`config.mk`:
```
export PLATFORM = sky130hd
export DESIGN_NAME = pe_result_to_blockfp_flat
export DESIGN_NICKNAME = d
export VERILOG_FILES = /design/src/rtl/pe_result_to_blockfp_pkg.sv /design/src/rtl/pe_result_to_blockfp_if.sv /design/src/rtl/pe_result_to_blockfp_align.sv /design/src/rtl/pe_result_to_blockfp.sv /design/src/flat_wrapper.sv
export SDC_FILE = /design/constraint.sdc
export NUM_CORES = 1
export LEC_CHECK = 0
export CAP_MARGIN = 5
export CORE_UTILIZATION = 55
export DETAILED_ROUTE_END_ITERATION = 8
export GPL_ROUTABILITY_DRIVEN = 0
export PLACE_DENSITY = 0.83
export SETUP_SLACK_MARGIN = 0.05
export SLEW_MARGIN = 20
export SYNTH_ARGS = -nofsm -noshare
export SYNTH_HDL_FRONTEND = slang
export SYNTH_SLANG_ARGS = --single-unit
```
`constraint.sdc`:
```
create_clock -name clock -period 16.2 [get_ports clock]
set_clock_uncertainty 0.15 [all_clocks]
set_input_delay 3.24 -clock clock [delete_from_list [all_inputs] [get_ports clock]]
set_output_delay 3.24 -clock clock [all_outputs]
set_load 0.005 [all_outputs]
```
`src/rtl/pe_result_to_blockfp_pkg.sv`:
```
// Shared constants and types for the result-to-block-floating-point converter.
package pe_result_to_blockfp_pkg;

  localparam int unsigned GROUP_SIZE            = 8;
  localparam int unsigned RESULT_EXPONENT_WIDTH = 5;
  localparam int unsigned RESULT_MANTISSA_WIDTH = 10;
  localparam int unsigned RESULT_EXPONENT_BIAS  = 15;
  localparam int unsigned EXPONENT_WIDTH        = 5;
  localparam int unsigned EXPONENT_BIAS         = 15;
  localparam int unsigned FEATURE_WIDTH         = 8;

  localparam int unsigned DATA_WIDTH  = 1 + RESULT_EXPONENT_WIDTH + RESULT_MANTISSA_WIDTH;
  localparam int unsigned CNT_WIDTH   = $clog2(GROUP_SIZE);
  localparam int          REBIAS      = int'(EXPONENT_BIAS) - int'(RESULT_EXPONENT_BIAS);
  localparam int unsigned BASE_SHIFT  = RESULT_MANTISSA_WIDTH - FEATURE_WIDTH + 2;

  // Two guard bits cover both rebias directions without overflow.
  localparam int unsigned SE_WIDTH    =
    ((RESULT_EXPONENT_WIDTH > EXPONENT_WIDTH) ? RESULT_EXPONENT_WIDTH : EXPONENT_WIDTH) + 2;
  localparam int unsigned SHIFT_WIDTH = SE_WIDTH + $clog2(RESULT_MANTISSA_WIDTH + 1) + 1;

  localparam int unsigned EXP_MAX     = (2 ** EXPONENT_WIDTH) - 1;
  localparam int unsigned FEATURE_MAX = (2 ** (FEATURE_WIDTH - 1)) - 1;

  localparam logic signed [SE_WIDTH-1:0] REBIAS_S  = SE_WIDTH'(REBIAS);
  localparam logic signed [SE_WIDTH-1:0] SE_LIMIT  = SE_WIDTH'(EXP_MAX);

  typedef struct packed {
    logic                             sign;
    logic [RESULT_EXPONENT_WIDTH-1:0] exponent;
    logic [RESULT_MANTISSA_WIDTH-1:0] mantissa;
  } result_word_t;

  typedef struct packed {
    logic [EXPONENT_WIDTH-1:0]                    exponent;
    logic [GROUP_SIZE-1:0][FEATURE_WIDTH-1:0]     mantissa;
  } blockfp_group_t;

  typedef enum logic [1:0] {
    COLLECT = 2'd0,
    ALIGN   = 2'd1,
    EMIT    = 2'd2
  } state_t;

endpackage

```
`src/rtl/pe_result_to_blockfp_if.sv`:
```
// Input result stream and output block-FP stream of the converter.
interface pe_result_to_blockfp_if;
  import pe_result_to_blockfp_pkg::*;

  logic [DATA_WIDTH-1:0]     i_data;
  logic                      i_valid;
  logic                      o_ready;
  logic                      o_valid;
  logic                      i_ready;
  logic [FEATURE_WIDTH-1:0]  o_mantissa;
  logic [EXPONENT_WIDTH-1:0] o_exponent;
  logic                      o_last;

  modport master (
    output i_data, i_valid, i_ready,
    input  o_ready, o_valid, o_mantissa, o_exponent, o_last
  );

  modport slave (
    input  i_data, i_valid, i_ready,
    output o_ready, o_valid, o_mantissa, o_exponent, o_last
  );

endinterface

```
`src/rtl/pe_result_to_blockfp_align.sv`:
```
// Combinational alignment of one result word onto the group's shared exponent.
module pe_blockfp_align
  import pe_result_to_blockfp_pkg::*;
(
  input  result_word_t                     word,
  input  logic [RESULT_EXPONENT_WIDTH-1:0] emax,
  input  logic signed [SE_WIDTH-1:0]       se,
  output logic [FEATURE_WIDTH-1:0]         mantissa
);

  localparam logic [FEATURE_WIDTH-1:0] FMAX = FEATURE_WIDTH'(FEATURE_MAX);

  logic [SHIFT_WIDTH-1:0]           deficit;
  logic [SHIFT_WIDTH-1:0]           shift;
  logic [RESULT_MANTISSA_WIDTH:0]   shifted;
  logic [FEATURE_WIDTH-2:0]         mag;
  logic signed [SE_WIDTH-1:0]       neg_se;

  always_comb begin
    neg_se   = -se;
    deficit  = '0;
    // Underflowing shared exponent is folded into the shift.
    if (se < 0) deficit = SHIFT_WIDTH'(unsigned'(neg_se));
    shift    = SHIFT_WIDTH'(BASE_SHIFT) + SHIFT_WIDTH'(emax - word.exponent) + deficit;
    shifted  = {1'b1, word.mantissa} >> shift;
    mag      = (FEATURE_WIDTH-1)'(shifted);
    mantissa = '0;
    if (word.exponent == '0) begin
      mantissa = '0;
    end else if (se > SE_LIMIT) begin
      mantissa = word.sign ? -FMAX : FMAX;
    end else begin
      mantissa = word.sign ? -{1'b0, mag} : {1'b0, mag};
    end
  end

endmodule

```
`src/rtl/pe_result_to_blockfp.sv`:
```
// Buffers one group of result words, derives the shared exponent, then emits
// aligned two's-complement mantissas one per cycle.
module pe_result_to_blockfp
  import pe_result_to_blockfp_pkg::*;
(
  input  logic                   clock,
  input  logic                   reset,
  pe_result_to_blockfp_if.slave  bus
);

  localparam logic [CNT_WIDTH-1:0] LAST_IDX = CNT_WIDTH'(GROUP_SIZE - 1);

  state_t                            state;
  logic [CNT_WIDTH-1:0]              wr_cnt;
  logic [CNT_WIDTH-1:0]              rd_cnt;
  logic [RESULT_EXPONENT_WIDTH-1:0]  emax;
  logic signed [SE_WIDTH-1:0]        se;
  logic signed [SE_WIDTH-1:0]        se_next;
  logic                              ready_q;
  logic                              valid_q;
  logic [EXPONENT_WIDTH-1:0]         exponent_q;
  logic [EXPONENT_WIDTH-1:0]         exponent_next;
  logic [RESULT_EXPONENT_WIDTH-1:0]  in_exponent;
  logic [FEATURE_WIDTH-1:0]          aligned;
  logic [DATA_WIDTH-1:0]             buffer [GROUP_SIZE];

  assign in_exponent = bus.i_data[RESULT_MANTISSA_WIDTH +: RESULT_EXPONENT_WIDTH];

  // Shared exponent with all-zero, underflow and overflow handling.
  always_comb begin
    se_next       = $signed(SE_WIDTH'(emax)) + REBIAS_S;
    exponent_next = '0;
    if (emax == '0 || se_next < 0) begin
      exponent_next = '0;
    end else if (se_next > SE_LIMIT) begin
      exponent_next = '1;
    end else begin
      exponent_next = EXPONENT_WIDTH'(se_next);
    end
  end

  always_ff @(posedge clock or posedge reset) begin
    if (reset) begin
      state      <= COLLECT;
      wr_cnt     <= '0;
      rd_cnt     <= '0;
      emax       <= '0;
      se         <= '0;
      ready_q    <= 1'b1;
      valid_q    <= 1'b0;
      exponent_q <= '0;
    end else begin
      case (state)
        COLLECT: begin
          if (bus.i_valid) begin
            if (in_exponent > emax) emax <= in_exponent;
            if (wr_cnt == LAST_IDX) begin
              wr_cnt  <= '0;
              ready_q <= 1'b0;
              state   <= ALIGN;
            end else begin
              wr_cnt <= wr_cnt + CNT_WIDTH'(1);
            end
          end
        end
        ALIGN: begin
          se         <= se_next;
          exponent_q <= exponent_next;
          valid_q    <= 1'b1;
          state      <= EMIT;
        end
        EMIT: begin
          if (bus.i_ready) begin
            if (rd_cnt == LAST_IDX) begin
              rd_cnt  <= '0;
              emax    <= '0;
              valid_q <= 1'b0;
              ready_q <= 1'b1;
              state   <= COLLECT;
            end else begin
              rd_cnt <= rd_cnt + CNT_WIDTH'(1);
            end
          end
        end
        default: state <= COLLECT;
      endcase
    end
  end

  // Group storage is deliberately left out of reset.
  always_ff @(posedge clock) begin
    if (state == COLLECT && bus.i_valid) buffer[wr_cnt] <= bus.i_data;
  end

  pe_blockfp_align u_align (
    .word     (result_word_t'(buffer[rd_cnt])),
    .emax     (emax),
    .se       (se),
    .mantissa (aligned)
  );

  assign bus.o_ready    = ready_q;
  assign bus.o_valid    = valid_q;
  assign bus.o_exponent = exponent_q;
  assign bus.o_mantissa = valid_q ? aligned : '0;
  assign bus.o_last     = valid_q && (rd_cnt == LAST_IDX);

endmodule
```
`src/flat_wrapper.sv`:
```
// flat-port wrapper written by rule: the top's interface ports become plain ports
module pe_result_to_blockfp_flat import pe_result_to_blockfp_pkg::*;
  (clock, reset, bus_i_data, bus_i_valid, bus_i_ready, bus_o_ready, bus_o_valid, bus_o_mantissa, bus_o_exponent, bus_o_last);
  pe_result_to_blockfp_if bus_i ();
  input  logic clock;
  input  logic reset;
  input wire logic [$bits(bus_i.i_data)-1:0] bus_i_data;
  input wire logic [$bits(bus_i.i_valid)-1:0] bus_i_valid;
  input wire logic [$bits(bus_i.i_ready)-1:0] bus_i_ready;
  output wire logic [$bits(bus_i.o_ready)-1:0] bus_o_ready;
  output wire logic [$bits(bus_i.o_valid)-1:0] bus_o_valid;
  output wire logic [$bits(bus_i.o_mantissa)-1:0] bus_o_mantissa;
  output wire logic [$bits(bus_i.o_exponent)-1:0] bus_o_exponent;
  output wire logic [$bits(bus_i.o_last)-1:0] bus_o_last;
  assign bus_i.i_data = bus_i_data;
  assign bus_i.i_valid = bus_i_valid;
  assign bus_i.i_ready = bus_i_ready;
  assign bus_o_ready = bus_i.o_ready;
  assign bus_o_valid = bus_i.o_valid;
  assign bus_o_mantissa = bus_i.o_mantissa;
  assign bus_o_exponent = bus_i.o_exponent;
  assign bus_o_last = bus_i.o_last;
  pe_result_to_blockfp u_core (.clock(clock), .reset(reset), .bus(bus_i));
endmodule
```
==> results.md <==
- DIE AREA: 12900 um^2
- Setup Fix Bufs, Post-CTS: 0
- Worst min-delay path startpoint: u_core.bus.o_exponent[2]
- Wire length per cell: between 20 and 25 um
- Drt first-iter violations: about 350
- Syn-to-layout area delta: 16.7%
- CP max-delay cell: dfrtp_2
- First-pass GRT wire length: between 20 and 25 mm
- Final number of setup-violating endpoints: 0
- Mapped Area: about 6900 um^2
- Status: completed
- Top FF cell, synth: edfxtp_1
- Die Y: 114 um
- Vias per cell: roughly 6.0
- Crit path capture type: output port
- Initial antenna violation count: 0
- Place WS: between 6000 and 7000 ps
- GR Util All Layers: 0.241
- Port Buffers: 35
- Crit Path Category: register to output port
- Layout net count: roughly 520
- CTS tree: yes
- Period utilisation layout: 0.604
- Inserted Diodes: 0
- Drt first pass iters: 4
- Headroom to the max-slew limit: 0.288
- DRC viols: 0
- Number of vias in the routed layout: around 4000
- Final worst setup slack: around 6400 ps
- Worst setup SP type: register
- Worst EP required: about 13000 ps
- Min-delay worst type: register to register
- Max_cap viols: 0
- Die width: roughly 110 um
- H-tree levels: 4
- Vias in the first global route: 4099
- Worst stage delay on the critical path: a little over 1000 ps
- Remaining antenna violation count: 0
- Post-CTS Hold Fix Bufs: 0
- Syn_nets: roughly 470
- Largest net degree at the start of global routing: 33
- GRT overflow: 0
- Routed wire length: between 10 and 15 mm
- Share of layout cells above drive strength 1: 0.210
- Resized cells post-CTS: 0
- Later-pin clock latency in the skew report: 420 ps
- Clock Path Buffers: 2
- Post-synth ARST share: 0.135
- Synthesized flop and latch total: ~150
- Fin. max-slew vios: 0
- Multi-input logic area: approximately 2400 um^2
- Sequential fraction of the synthesis area: 0.632
- Final Util: 0.662
- Core area: around 12000 um^2
- Worst-path clk slew: 60 ps
- CP Launch Point: u_core.rd_cnt[0]
- Clk sink count: about 150
- Post-synth EDFFs: around 130
- Starting Density: 0.567
- Post-synthesis cell count: about 430
- # rows: 40
- Reg-to-Reg Start: u_core.rd_cnt[0]
- Peak Freq: between 100 and 150 MHz
- Fin crit period: approximately 9800 ps
- RSZ-0062 raised after global routing: false
- Clock Root Buffer: clkbuf_16
- Register area: between 4000 and 5000 um^2
- Netlist cell types: 55
- Hold Violations, Final: 0
- Least-Margin Pin Slew: between 1000 and 1500 ps
- Filler cells: 807
- I/O pins: 36
- Mean Syn Cell Area: about 16 um^2
- Crit path max fanout: 32
- Final Hold Slack: between 300 and 400 ps
- Post-detail-place hpwl: 8.91 mm
- CP Cell Sequence: mux4_2 -> mux2_2 -> inv_1 -> ha_1 -> xnor2_1 -> clkinv_1 -> ha_1 -> and2_1 -> nand2_1 -> o21ai_0 -> o211ai_2 -> ha_1 -> inv_1 -> a211oi_1 -> or3_1 -> a21oi_1 -> clkdlybuf4s50_1
- Setup TNS: 0 ps
- Num CTS Buffers: 17
- Worst Path Arrival: about 6400 ps
- Ys Warns: 0
- CP most frequent cell: ha_1
cells in the final DEF, fill, tap and decap left out, types with 3 or more instances in the layout:
| cell type | netlist | final |
|---|---|---|
| clkdlybuf4s50_1 | 0 | 35 |
| a21oi_1 | 13 | 13 |
| mux2i_1 | 21 | 21 |
| nand2b_1 | 9 | 9 |
| nor3_1 | 5 | 3 |
| nand2_1 | 39 | 39 |
| and3_1 | 3 | 3 |
| nor2b_1 | 5 | 5 |
| o21ai_0 | 9 | 9 |
| a211o_1 | 3 | 3 |
| nor2_1 | 20 | 20 |
| mux4_2 | 37 | 37 |
| clkinvlp_4 | 0 | 3 |
| ha_1 | 17 | 17 |
| and2_1 | 4 | 4 |
| inv_6 | 0 | 5 |
| mux2_2 | 14 | 14 |
| edfxtp_1 | 128 | 128 |
| dfrtp_1 | 19 | 18 |
| a31oi_1 | 3 | 3 |
| buf_4 | 1 | 8 |
| nand3_1 | 9 | 9 |
| clkbuf_16 | 0 | 17 |
| inv_1 | 17 | 17 |
registers in the layout, indices dropped and copies added, names as in the netlist:
signal and flops:
u_core.emax 5, u_core.bus.o_valid 1, u_core.bus.o_ready 1, u_core.wr_cnt 3, u_core.rd_cnt 3, u_core.bus.o_exponent 5
u_core.state 2, u_core.buffer 128
final cells by class:
class / instances / share of cell area
sequential: 148 / 0.542
multi-input combinational: 250 / 0.298
clock buffer: 17 / 0.0530
timing repair buffer: 43 / 0.0512
tap: 168 / 0.0262
clock inverter: 15 / 0.0214
inverter: 18 / 0.00842
path summary, 6_finish.rpt:
kind,to,slack [ps],cells past startpoint
setup / recovery,bus_o_mantissa[4],6410,17
hold / removal,u_core.bus.o_exponent[2],340,2
setup reg to reg,u_core.emax[1],13310,6
hold reg to reg,u_core.bus.o_exponent[2],340,2
max in group asynchronous,u_core.rd_cnt[0],12240,2
min in group asynchronous,u_core.bus.o_valid,3120,2
stage by stage:
| step | cell area [um^2] | instances |
|---|---|---|
| after floorplan | 6870 | 434 |
| after global placement | 7420 | 627 |
| after detailed placement | 7420 | 627 |
| after CTS | 8020 | 659 |
| after global routing | 8020 | 659 |
| final | 8020 | 659 |
logic make-up (layout without fill, tap and decap cells):
family,after synthesis,in the layout,share of synthesized area
fa+ha+maj,18,18,0.0339
simple gates,108,108,0.0776
flops,148,148,0.632
buf+inv,36,93,0.0235
compound gates,48,48,0.0504
mux,73,73,0.179
xor+xnor,3,3,0.00382
routing by layer:
layer,GRT usage,vias to the layer above,routed length (um)
met3,0.0457,25,565
met2,0.429,126,7660
li1,-,1792,-
met5,0,-,0
met4,0.105,0,298
met1,0.286,2034,5790
worst max-delay path: cells and delay by family (launching register included):
family          cells  cell delay (ps)
buf+inv             4             1120
mux                 2              890
xor+xnor            1              760
compound gates      4              540
simple gates        3              570
fa+ha+maj           3             1100
flops               1             1010
synth_stat cells (3+ instances only):
master / n / area, um^2
mux2i_1: 21 / 210
nor2_1: 20 / 75.1
mux2_2: 14 / 158
and3_1: 3 / 18.8
clkbuf_1: 9 / 33.8
nand2b_1: 9 / 56.3
a21oi_1: 13 / 65.1
nor2b_1: 5 / 31.3
and2_1: 4 / 25.0
inv_1: 17 / 63.8
dfrtp_1: 19 / 475
a211o_1: 3 / 26.3
nand3_1: 9 / 45.0
buf_2: 6 / 30.0
o21ai_0: 9 / 45.0
ha_1: 17 / 213
nor3_1: 5 / 25.0
edfxtp_1: 128 / 3840
nand2_1: 39 / 146
mux4_2: 37 / 833
a31oi_1: 3 / 18.8
Power is left out: the tool's default activity adds up to more than one toggle a clock period on the data nets, which glitch-free logic cannot reach.
